[src/rtl/lsu_pkg.sv]
// Shared definitions for the load/store memory master: funct3 codes, FSM encoding
// and the access-size helpers used by the FSM and the lane aligner.
package lsu_pkg;

    localparam logic [2:0] F3_LB  = 3'b000;
    localparam logic [2:0] F3_LH  = 3'b001;
    localparam logic [2:0] F3_LW  = 3'b010;
    localparam logic [2:0] F3_LBU = 3'b100;
    localparam logic [2:0] F3_LHU = 3'b101;

    typedef enum logic [2:0] {
        S_IDLE  = 3'd0,
        S_REQ1  = 3'd1,
        S_WAIT1 = 3'd2,
        S_REQ2  = 3'd3,
        S_WAIT2 = 3'd4,
        S_RESP  = 3'd5
    } lsu_state_e;

    // Byte mask of the access before lane shifting; an illegal size yields no lanes.
    function automatic logic [3:0] size_mask(input logic [2:0] f3);
        logic [3:0] m;
        case (f3[1:0])
            2'b00:   m = 4'b0001;
            2'b01:   m = 4'b0011;
            2'b10:   m = 4'b1111;
            default: m = 4'b0000;
        endcase
        return m;
    endfunction

    function automatic logic f3_illegal(input logic is_store, input logic [2:0] f3);
        logic bad;
        case (f3)
            F3_LB, F3_LH, F3_LW: bad = 1'b0;
            F3_LBU, F3_LHU:      bad = is_store;
            default:             bad = 1'b1;
        endcase
        return bad;
    endfunction

endpackage

[src/rtl/lsu_lane_align.sv]
// Combinational lane steering: byte enables and store data for both word halves,
// plus extraction and sign/zero extension of the load result.
module lsu_lane_align
    import lsu_pkg::*;
(
    input  logic [2:0]  funct3,
    input  logic [1:0]  off,
    input  logic [31:0] wdata,
    input  logic [31:0] word0,
    input  logic [31:0] word1,
    output logic [3:0]  be_lo,
    output logic [3:0]  be_hi,
    output logic [31:0] wdata_lo,
    output logic [31:0] wdata_hi,
    output logic [31:0] load_data
);

    logic [7:0]  be_wide_s;
    logic [63:0] wdata_wide_s;
    logic [63:0] raw_s;

    // Shift the access across an 8-byte window; the upper half is the second word.
    always_comb begin
        be_wide_s    = {4'h0, size_mask(funct3)} << off;
        wdata_wide_s = {32'h0, wdata} << {off, 3'b000};
        raw_s        = {word1, word0} >> {off, 3'b000};
        case (funct3)
            F3_LB:   load_data = {{24{raw_s[7]}}, raw_s[7:0]};
            F3_LH:   load_data = {{16{raw_s[15]}}, raw_s[15:0]};
            F3_LBU:  load_data = {24'h0, raw_s[7:0]};
            F3_LHU:  load_data = {16'h0, raw_s[15:0]};
            default: load_data = raw_s[31:0];
        endcase
    end

    assign be_lo    = be_wide_s[3:0];
    assign be_hi    = be_wide_s[7:4];
    assign wdata_lo = wdata_wide_s[31:0];
    assign wdata_hi = wdata_wide_s[63:32];

endmodule

[src/rtl/lsu_mem_master.sv]
// Load/store initiator: one RV32 op at a time, word-aligned req/gnt/rvalid memory
// transactions, misaligned accesses split into two words (lower word first).
module lsu_mem_master
    import lsu_pkg::*;
#(
    parameter int SPLIT_MISALIGNED = 1,
    parameter int WAIT_TIMEOUT     = 0
) (
    input  logic        clk,
    input  logic        rst,
    input  logic        op_valid,
    output logic        op_ready,
    input  logic        op_is_store,
    input  logic [2:0]  op_funct3,
    input  logic [31:0] op_addr,
    input  logic [31:0] op_wdata,
    output logic        res_valid,
    output logic [31:0] res_rdata,
    output logic        res_err,
    output logic        mem_req,
    input  logic        mem_gnt,
    output logic [31:0] mem_addr,
    output logic        mem_we,
    output logic [3:0]  mem_be,
    output logic [31:0] mem_wdata,
    input  logic        mem_rvalid,
    input  logic [31:0] mem_rdata
);

    localparam bit          SPLIT_EN = (SPLIT_MISALIGNED != 0);
    localparam bit          TO_EN    = (WAIT_TIMEOUT != 0);
    localparam logic [15:0] TO_LIMIT = 16'(WAIT_TIMEOUT - 1);

    lsu_state_e  state_r, state_nxt_s;
    logic        op_store_r, cross_r;
    logic [2:0]  op_f3_r;
    logic [1:0]  op_off_r;
    logic [31:0] op_wdata_r, word0_r;
    logic [15:0] to_cnt_r;

    logic        op_ready_r, res_valid_r, res_err_r, mem_req_r, mem_we_r;
    logic [31:0] res_rdata_r, mem_addr_r, mem_wdata_r;
    logic [3:0]  mem_be_r;

    logic        in_idle_s, accept_s, cross_s, timeout_s, err_nxt_s;
    logic [2:0]  al_f3_s;
    logic [1:0]  al_off_s;
    logic [31:0] al_wdata_s, al_word0_s, al_word1_s;
    logic [3:0]  be_lo_s, be_hi_s;
    logic [31:0] wdata_lo_s, wdata_hi_s, load_data_s;

    // In IDLE the aligner sees the incoming op so REQ1 outputs can be registered at accept.
    assign in_idle_s  = (state_r == S_IDLE);
    assign al_f3_s    = in_idle_s ? op_funct3 : op_f3_r;
    assign al_off_s   = in_idle_s ? op_addr[1:0] : op_off_r;
    assign al_wdata_s = in_idle_s ? op_wdata : op_wdata_r;
    assign al_word0_s = (state_r == S_WAIT1) ? mem_rdata : word0_r;
    assign al_word1_s = (state_r == S_WAIT2) ? mem_rdata : 32'h0;

    lsu_lane_align u_align (
        .funct3    (al_f3_s),
        .off       (al_off_s),
        .wdata     (al_wdata_s),
        .word0     (al_word0_s),
        .word1     (al_word1_s),
        .be_lo     (be_lo_s),
        .be_hi     (be_hi_s),
        .wdata_lo  (wdata_lo_s),
        .wdata_hi  (wdata_hi_s),
        .load_data (load_data_s)
    );

    // Next-state decode and error classification.
    always_comb begin
        state_nxt_s = state_r;
        err_nxt_s   = 1'b0;
        accept_s    = in_idle_s && op_valid;
        cross_s     = |be_hi_s;
        timeout_s   = TO_EN && (to_cnt_r == TO_LIMIT);
        case (state_r)
            S_IDLE: begin
                if (!accept_s) begin
                    state_nxt_s = S_IDLE;
                end else if (f3_illegal(op_is_store, op_funct3) || (cross_s && !SPLIT_EN)) begin
                    state_nxt_s = S_RESP;
                    err_nxt_s   = 1'b1;
                end else begin
                    state_nxt_s = S_REQ1;
                end
            end
            S_REQ1: begin
                if (mem_gnt) state_nxt_s = S_WAIT1;
                else         state_nxt_s = S_REQ1;
            end
            S_WAIT1: begin
                if (mem_rvalid) begin
                    state_nxt_s = cross_r ? S_REQ2 : S_RESP;
                end else if (timeout_s) begin
                    state_nxt_s = S_RESP;
                    err_nxt_s   = 1'b1;
                end else begin
                    state_nxt_s = S_WAIT1;
                end
            end
            S_REQ2: begin
                if (mem_gnt) state_nxt_s = S_WAIT2;
                else         state_nxt_s = S_REQ2;
            end
            S_WAIT2: begin
                if (mem_rvalid) begin
                    state_nxt_s = S_RESP;
                end else if (timeout_s) begin
                    state_nxt_s = S_RESP;
                    err_nxt_s   = 1'b1;
                end else begin
                    state_nxt_s = S_WAIT2;
                end
            end
            S_RESP:  state_nxt_s = S_IDLE;
            default: state_nxt_s = S_IDLE;
        endcase
    end

    // State register.
    always_ff @(posedge clk or posedge rst) begin
        if (rst) state_r <= S_IDLE;
        else     state_r <= state_nxt_s;
    end

    // Latched op, first read word and the per-WAIT timeout counter.
    always_ff @(posedge clk or posedge rst) begin
        if (rst) begin
            op_store_r <= 1'b0;
            op_f3_r    <= 3'b000;
            op_off_r   <= 2'b00;
            op_wdata_r <= 32'h0;
            cross_r    <= 1'b0;
            word0_r    <= 32'h0;
            to_cnt_r   <= 16'h0;
        end else begin
            if (accept_s) begin
                op_store_r <= op_is_store;
                op_f3_r    <= op_funct3;
                op_off_r   <= op_addr[1:0];
                op_wdata_r <= op_wdata;
                cross_r    <= cross_s;
            end
            if ((state_r == S_WAIT1) && mem_rvalid) word0_r <= mem_rdata;
            if (((state_r == S_WAIT1) || (state_r == S_WAIT2)) && (state_nxt_s == state_r))
                to_cnt_r <= to_cnt_r + 16'd1;
            else
                to_cnt_r <= 16'h0;
        end
    end

    // Registered outputs, decoded from the state being entered.
    always_ff @(posedge clk or posedge rst) begin
        if (rst) begin
            op_ready_r  <= 1'b1;
            mem_req_r   <= 1'b0;
            mem_we_r    <= 1'b0;
            mem_be_r    <= 4'h0;
            mem_addr_r  <= 32'h0;
            mem_wdata_r <= 32'h0;
            res_valid_r <= 1'b0;
            res_rdata_r <= 32'h0;
            res_err_r   <= 1'b0;
        end else begin
            op_ready_r  <= (state_nxt_s == S_IDLE);
            mem_req_r   <= (state_nxt_s == S_REQ1) || (state_nxt_s == S_REQ2);
            res_valid_r <= (state_nxt_s == S_RESP);
            if (in_idle_s && (state_nxt_s == S_REQ1)) begin
                mem_addr_r  <= {op_addr[31:2], 2'b00};
                mem_we_r    <= op_is_store;
                mem_be_r    <= be_lo_s;
                mem_wdata_r <= wdata_lo_s;
            end else if ((state_r == S_WAIT1) && (state_nxt_s == S_REQ2)) begin
                mem_addr_r  <= mem_addr_r + 32'd4;
                mem_be_r    <= be_hi_s;
                mem_wdata_r <= wdata_hi_s;
            end
            if (state_nxt_s == S_RESP) begin
                res_err_r   <= err_nxt_s;
                res_rdata_r <= (err_nxt_s || op_store_r) ? 32'h0 : load_data_s;
            end
        end
    end

    assign op_ready  = op_ready_r;
    assign mem_req   = mem_req_r;
    assign mem_addr  = mem_addr_r;
    assign mem_we    = mem_we_r;
    assign mem_be    = mem_be_r;
    assign mem_wdata = mem_wdata_r;
    assign res_valid = res_valid_r;
    assign res_rdata = res_rdata_r;
    assign res_err   = res_err_r;

endmodule

[config.mk]
export PLATFORM = sky130hd
export DESIGN_NAME = lsu_mem_master
export DESIGN_NICKNAME = d
export VERILOG_FILES = /design/src/rtl/lsu_pkg.sv /design/src/rtl/lsu_lane_align.sv /design/src/rtl/lsu_mem_master.sv
export SDC_FILE = /design/constraint.sdc
export NUM_CORES = 1
export LEC_CHECK = 0
export BUFFER_PORTS_ARGS = -buffer_cell sky130_fd_sc_hd__clkbuf_2
export CORE_MARGIN = 5
export CORE_UTILIZATION = 54
export DETAILED_ROUTE_END_ITERATION = 7
export PLACE_DENSITY_LB_ADDON = 0.15
export RECOVER_POWER = 50
export SYNTH_ARGS = -nofsm -noshare
export SYNTH_HDL_FRONTEND = slang
export SYNTH_HIERARCHICAL = 1
export SYNTH_SLANG_ARGS = --single-unit
[constraint.sdc]
create_clock -name clk -period 6.35 [get_ports clk]
set_input_delay 0.635 -clock clk [delete_from_list [all_inputs] [get_ports clk]]
set_output_delay 0.635 -clock clk [all_outputs]
set_load 0.01 [all_outputs]
After elaboration in Yosys (flattened, before gate mapping)

Cells that the tools add are included.

Register bits: 179
Bits of input ports: 105
Logic and storage cells: 79

$add $sub $neg: 1
Multiplexer cells: 28
Reductions and logical operators: 15
Equal/unequal tests: 16
Shifts and indexed selects: 3

Operator list:

| kind                                                                  | count |
|---|---|
| 32-bit two-way mux                                                    | 8 |
| 32-bit case mux with 4 select lines                                   | 1 |
| 32-bit by 5-bit << shifter with 64-bit output                         | 1 |
| 64-bit by 5-bit right shift with 32-bit output                        | 1 |
| 32-bit by 3-bit adder with 32-bit output, second input constant       | 1 |
| 3-bit equality test, second input constant                            | 6 |
| 3-bit two-way mux                                                     | 6 |
| 3-bit case mux with 5 select lines                                    | 1 |
| 3-bit by 1-bit equality test with 1-bit output, second input constant | 4 |
| 3-bit by 2-bit equality test with 1-bit output, second input constant | 4 |
| 3-bit logical NOT                                                     | 4 |
| 4-bit case mux with 3 select lines                                    | 1 |
| 4-bit two-way mux                                                     | 2 |
| 4-bit by 2-bit << shifter with 8-bit output                           | 1 |
| 1-bit two-way mux                                                     | 6 |
| 1-bit logical AND                                                     | 4 |
| 2-bit two-way mux                                                     | 2 |
| 4-bit OR reduction                                                    | 1 |
| 3-bit OR reduction                                                    | 1 |
| 2-bit by 1-bit equality test with 1-bit output, second input constant | 1 |
| 2-bit equality test, second input constant                            | 1 |
| 2-bit logical NOT                                                     | 1 |
| 1-bit logical OR                                                      | 2 |
| 1-bit case mux with 2 select lines                                    | 1 |
| other kinds (2)                                                       | 2 |

Depth between registers and ports, before layout

Depth after elaboration: 12
Mapped depth: 12

By module

The synthesis kept the hierarchy.

By module, submodules not included:

| module         | sequential area each (µm²) | cells an instance | times used | area each (µm²) |
|---|---|---|---|---|
| lsu_mem_master | 4430.5                     | 825               | 1          | 9086.2 |
| lsu_lane_align | 0.0                        | 242               | 1          | 1936.9 |

Worst setup path after synthesis

OpenSTA, ideal clock, no wires.

Kind: reg2reg
Start point: register state_r[2]
End point: register res_rdata_r[26], in the netlist res_rdata[26]
Required time: 6227 ps
Cell stages (with the launch flop): 12
Data arrival time: 2944 ps
Setup slack: 3282 ps
Path buffers: 4
Library setup time: 123 ps
Path through: dfrtp_1 buf_2 nor3_1 clkbuf_1 mux2_2 buf_6 mux4_2 a222oi_1 buf_4 o21ai_0 nand2_1 mux2i_1

Elaborated cells on any way between the ends: 23

RTL lines:

| item                                           | RTL line              | source |
|---|---|---|
| from (decl)                                    | lsu_mem_master.sv:34  | `lsu_state_e state_r, state_nxt_s;` |
| from (signal assigned)                         | lsu_mem_master.sv:127 | `else state_r <= state_nxt_s;` |
| 3-bit logical NOT                              | lsu_mem_master.sv:53  | `assign in_idle_s = (state_r == S_IDLE);` |
| 2-bit two-way mux                              | lsu_mem_master.sv:55  | `assign al_off_s = in_idle_s ? op_addr[1:0] : op_off_r;` |
| via al_off_s[0]                                | lsu_mem_master.sv:47  | `logic [1:0] al_off_s;` |
| 64-bit by 5-bit right shift with 32-bit output | lsu_lane_align.sv:26  | `raw_s = {word1, word0} >> {off, 3'b000};` |
| 32-bit case mux with 4 select lines            | lsu_lane_align.sv:27  | `case (funct3)` |
| via load_data_s[26]                            | lsu_mem_master.sv:50  | `logic [31:0] wdata_lo_s, wdata_hi_s, load_data_s;` |
| 32-bit two-way mux                             | lsu_mem_master.sv:184 | `res_rdata_r <= (err_nxt_s \|\| op_store_r) ? 32'h0 : load_data_s;` |
| to (signal assigned)                           | lsu_mem_master.sv:184 |  |
| to (decl)                                      | lsu_mem_master.sv:42  | `logic [31:0] res_rdata_r, mem_addr_r, mem_wdata_r;` |

The timed path passes the listed nets, and every way through them passes these cells.
A chain may end at the register's enable or synchronous reset.

==> flow_summary.toml <==
[clock_network]
clkSinkCount = 177
cts_hold_buf = 0
path_clk_slew_ns = 0.06
cts_setup_buffers = 0
ctsResizeCount = 0
cts_tree = "done"
root_buffer = "clkbuf_16"
clk-insertion-delay-late_ns = 0.43
cts.htree.levels = 4
clockBufferDepth = 2
numCtsBuffers = 17

[placed_design]
hpwl_mm = 20.2
dp_slack_ns = 2.34
portBuffers = 207
place_congestion = 0.867
dp_cells = 1463

[floorplanning]
die_w_um = 153
die-area_mm2 = 0.0233
die_h_um = 153
start_util = 0.546
row_count = 52
io_pins = 210
core_mm2 = 0.0201

[run_status]
violations = "max-capacitance violations, max-slew violations"
status = "finished with violations"

[layout]
diodes = 0
fin_util = 0.619
nets = 1322
areaGrowthSynthToFinish_pct = 13.5
stdcell_count = 1494
drive_above_1_share = 0.283
n_fill_cell = 1788

[detailed_routing]
wire_per_inst_um = 19.3
antenna_left = 0
dr.pass1.iters = 5
routed_wl_mm = 28.8
drt_iter0_markers = 753
route.detailed.drc = 0
routed_via_density = 5.83
via_count = 8703

[critical_path]
cp_max_fo = 78
critical-path-max-stage-delay_ns = 1.89
path_buf_inv = 3
crit_chain = "clkbuf_1 -> clkinvlp_2 -> clkbuf_1"
cp_data_required_time_ns = 6.41
cp_slowest_cell = "clkinvlp_2"
cp-start-kind = "input pin"
setup.worst_path.end_class = "asynchronous set/reset pin"
worst-setup-path-type = "input pin to asynchronous set/reset pin"
crit_top_cell = "clkbuf_1"
critPathTopFamily = "buffers and inverters"
cp.arrival_ns = 4.43

[pwr]
seqPwrFrac = 0.290
power.leakage_nw = 5.44
sw_frac_of_total = 0.432
pwr-share-clk = 0.146
ir_drop_mv = 0.343
power.share.combinational = 0.564
switchingPower_w = 0.00305
internal_power_w = 0.00401
p_per_area_mw_per_mm2 = 567

[sta]
tns_ns = 0
report.final.slew_viol_count = 121
fmax_mhz = 229
rsz0062_at_grt = "no"
min_period_ns = 4.37
setup_viol = 0
slew_headroom = -1.28
hold_viol = 0
skew_ns = 0.0165
setup_slack_ns = 1.98
worst_pin_slew_ns = 3.41
period_share = 0.689

[synthesis]
synth_cells = 1059
avgSynthCellArea_um2 = 10.4
syn_area_mm2 = 0.0110
yosys_warnings = 6

[global_routing]
grtUsageTotal = 0.246
first_global_vias = 8372
grt_max_degree = 79
overflow = 0
grt_pass1_wl_mm = 46.6
antenna_found_initial = 0

[run]
drv_cap = 2

[min_path]
min_path_type = "input pin to flop"
==> per-layer routing <==
layer / up-vias / global-route usage / routed length [um]
met5: - / 0 / 0
met4: 0 / 0.0581 / 367
met3: 30 / 0.0571 / 2210
met2: 320 / 0.359 / 12800
met1: 4254 / 0.375 / 13400
li1: 4099 / - / -
==> tightest hold or removal path, delay by kind of cell <==
kind          cells  cell delay, ns
buf+inv           1            0.07
simple gates      2            0.09
==> layout make-up <==
class | instances | area [um^2] | area share
Tap cell | 270 | 338 | 0.0271
Multi-Input combinational cell | 749 | 5920 | 0.476
Clock inverter | 8 | 80.1 | 0.00643
Timing Repair Buffer | 223 | 1020 | 0.0822
Sequential cell | 177 | 4430 | 0.356
Clock buffer | 23 | 488 | 0.0392
Inverter | 44 | 166 | 0.0134
==> state kept, by name (all words and copies together) (netlist names), 2 cells and up <==
register,cells
mem_wdata,32
op_wdata_r,32
res_rdata,32
word0_r,32
mem_addr,30
mem_be,4
op_f3_r,3
state_r,3
op_off_r,2
==> power by group through the flow <==
stage / logic [W] / registers (W) / clock network (W)
final: 0.00398 / 0.00205 / 0.00103
after global routing: 0.00436 / 0.00212 / 0.00110
after global placement: 0.00397 / 0.00204 / 0
after CTS: 0.00403 / 0.00204 / 0.00104
after floorplan: 0.00295 / 0.00209 / 0
after detailed placement: 0.00401 / 0.00206 / 0
==> metrics by stage <==
stage	hold slack, ns	power (W)	cell area (um^2)
4_1_cts	0.342	0.00712	12600
5_1_grt	0.397	0.00758	12400
3_3_place_gp	0.460	0.00601	12000
6_report	0.400	0.00706	12400
2_1_floorplan	0.454	0.00503	11000
3_5_place_dp	0.475	0.00607	12000
==> path summary, 6_finish.rpt <==
path	from	endpoint	slack (ns)	cells after the start
max	rst	mem_addr[6]$_DFFE_PP0P_	1.98	3
min in group asynchronous	rst	word0_r[19]$_DFFE_PP0P_	1.17	2
max reg2reg	state_r[2]$_DFF_PP0_	res_rdata[26]$_DFFE_PP0P_	2.31	9
max in group clk	state_r[2]$_DFF_PP0_	res_rdata[26]$_DFFE_PP0P_	2.31	9
min	op_addr[31]	mem_addr[31]$_DFFE_PP0P_	0.40	3
min reg2reg	mem_we$_DFFE_PP0P_	mem_we$_DFFE_PP0P_	0.48	2
==> cell usage in the layout (no fill, tap or decap), drive strengths merged, types with 8 or more instances in the layout <==
master	count
a221o	8
a22oi	39
a31oi	9
and2	16
and3	40
buf	15
clkbuf	231
conb	11
dfrtp	176
inv	43
mux2	146
mux2i	74
mux4	31
nand2	139
nand3	49
nand4	9
nor2	39
nor3	11
o21ai	50
(Power assumes the default switching activity.)
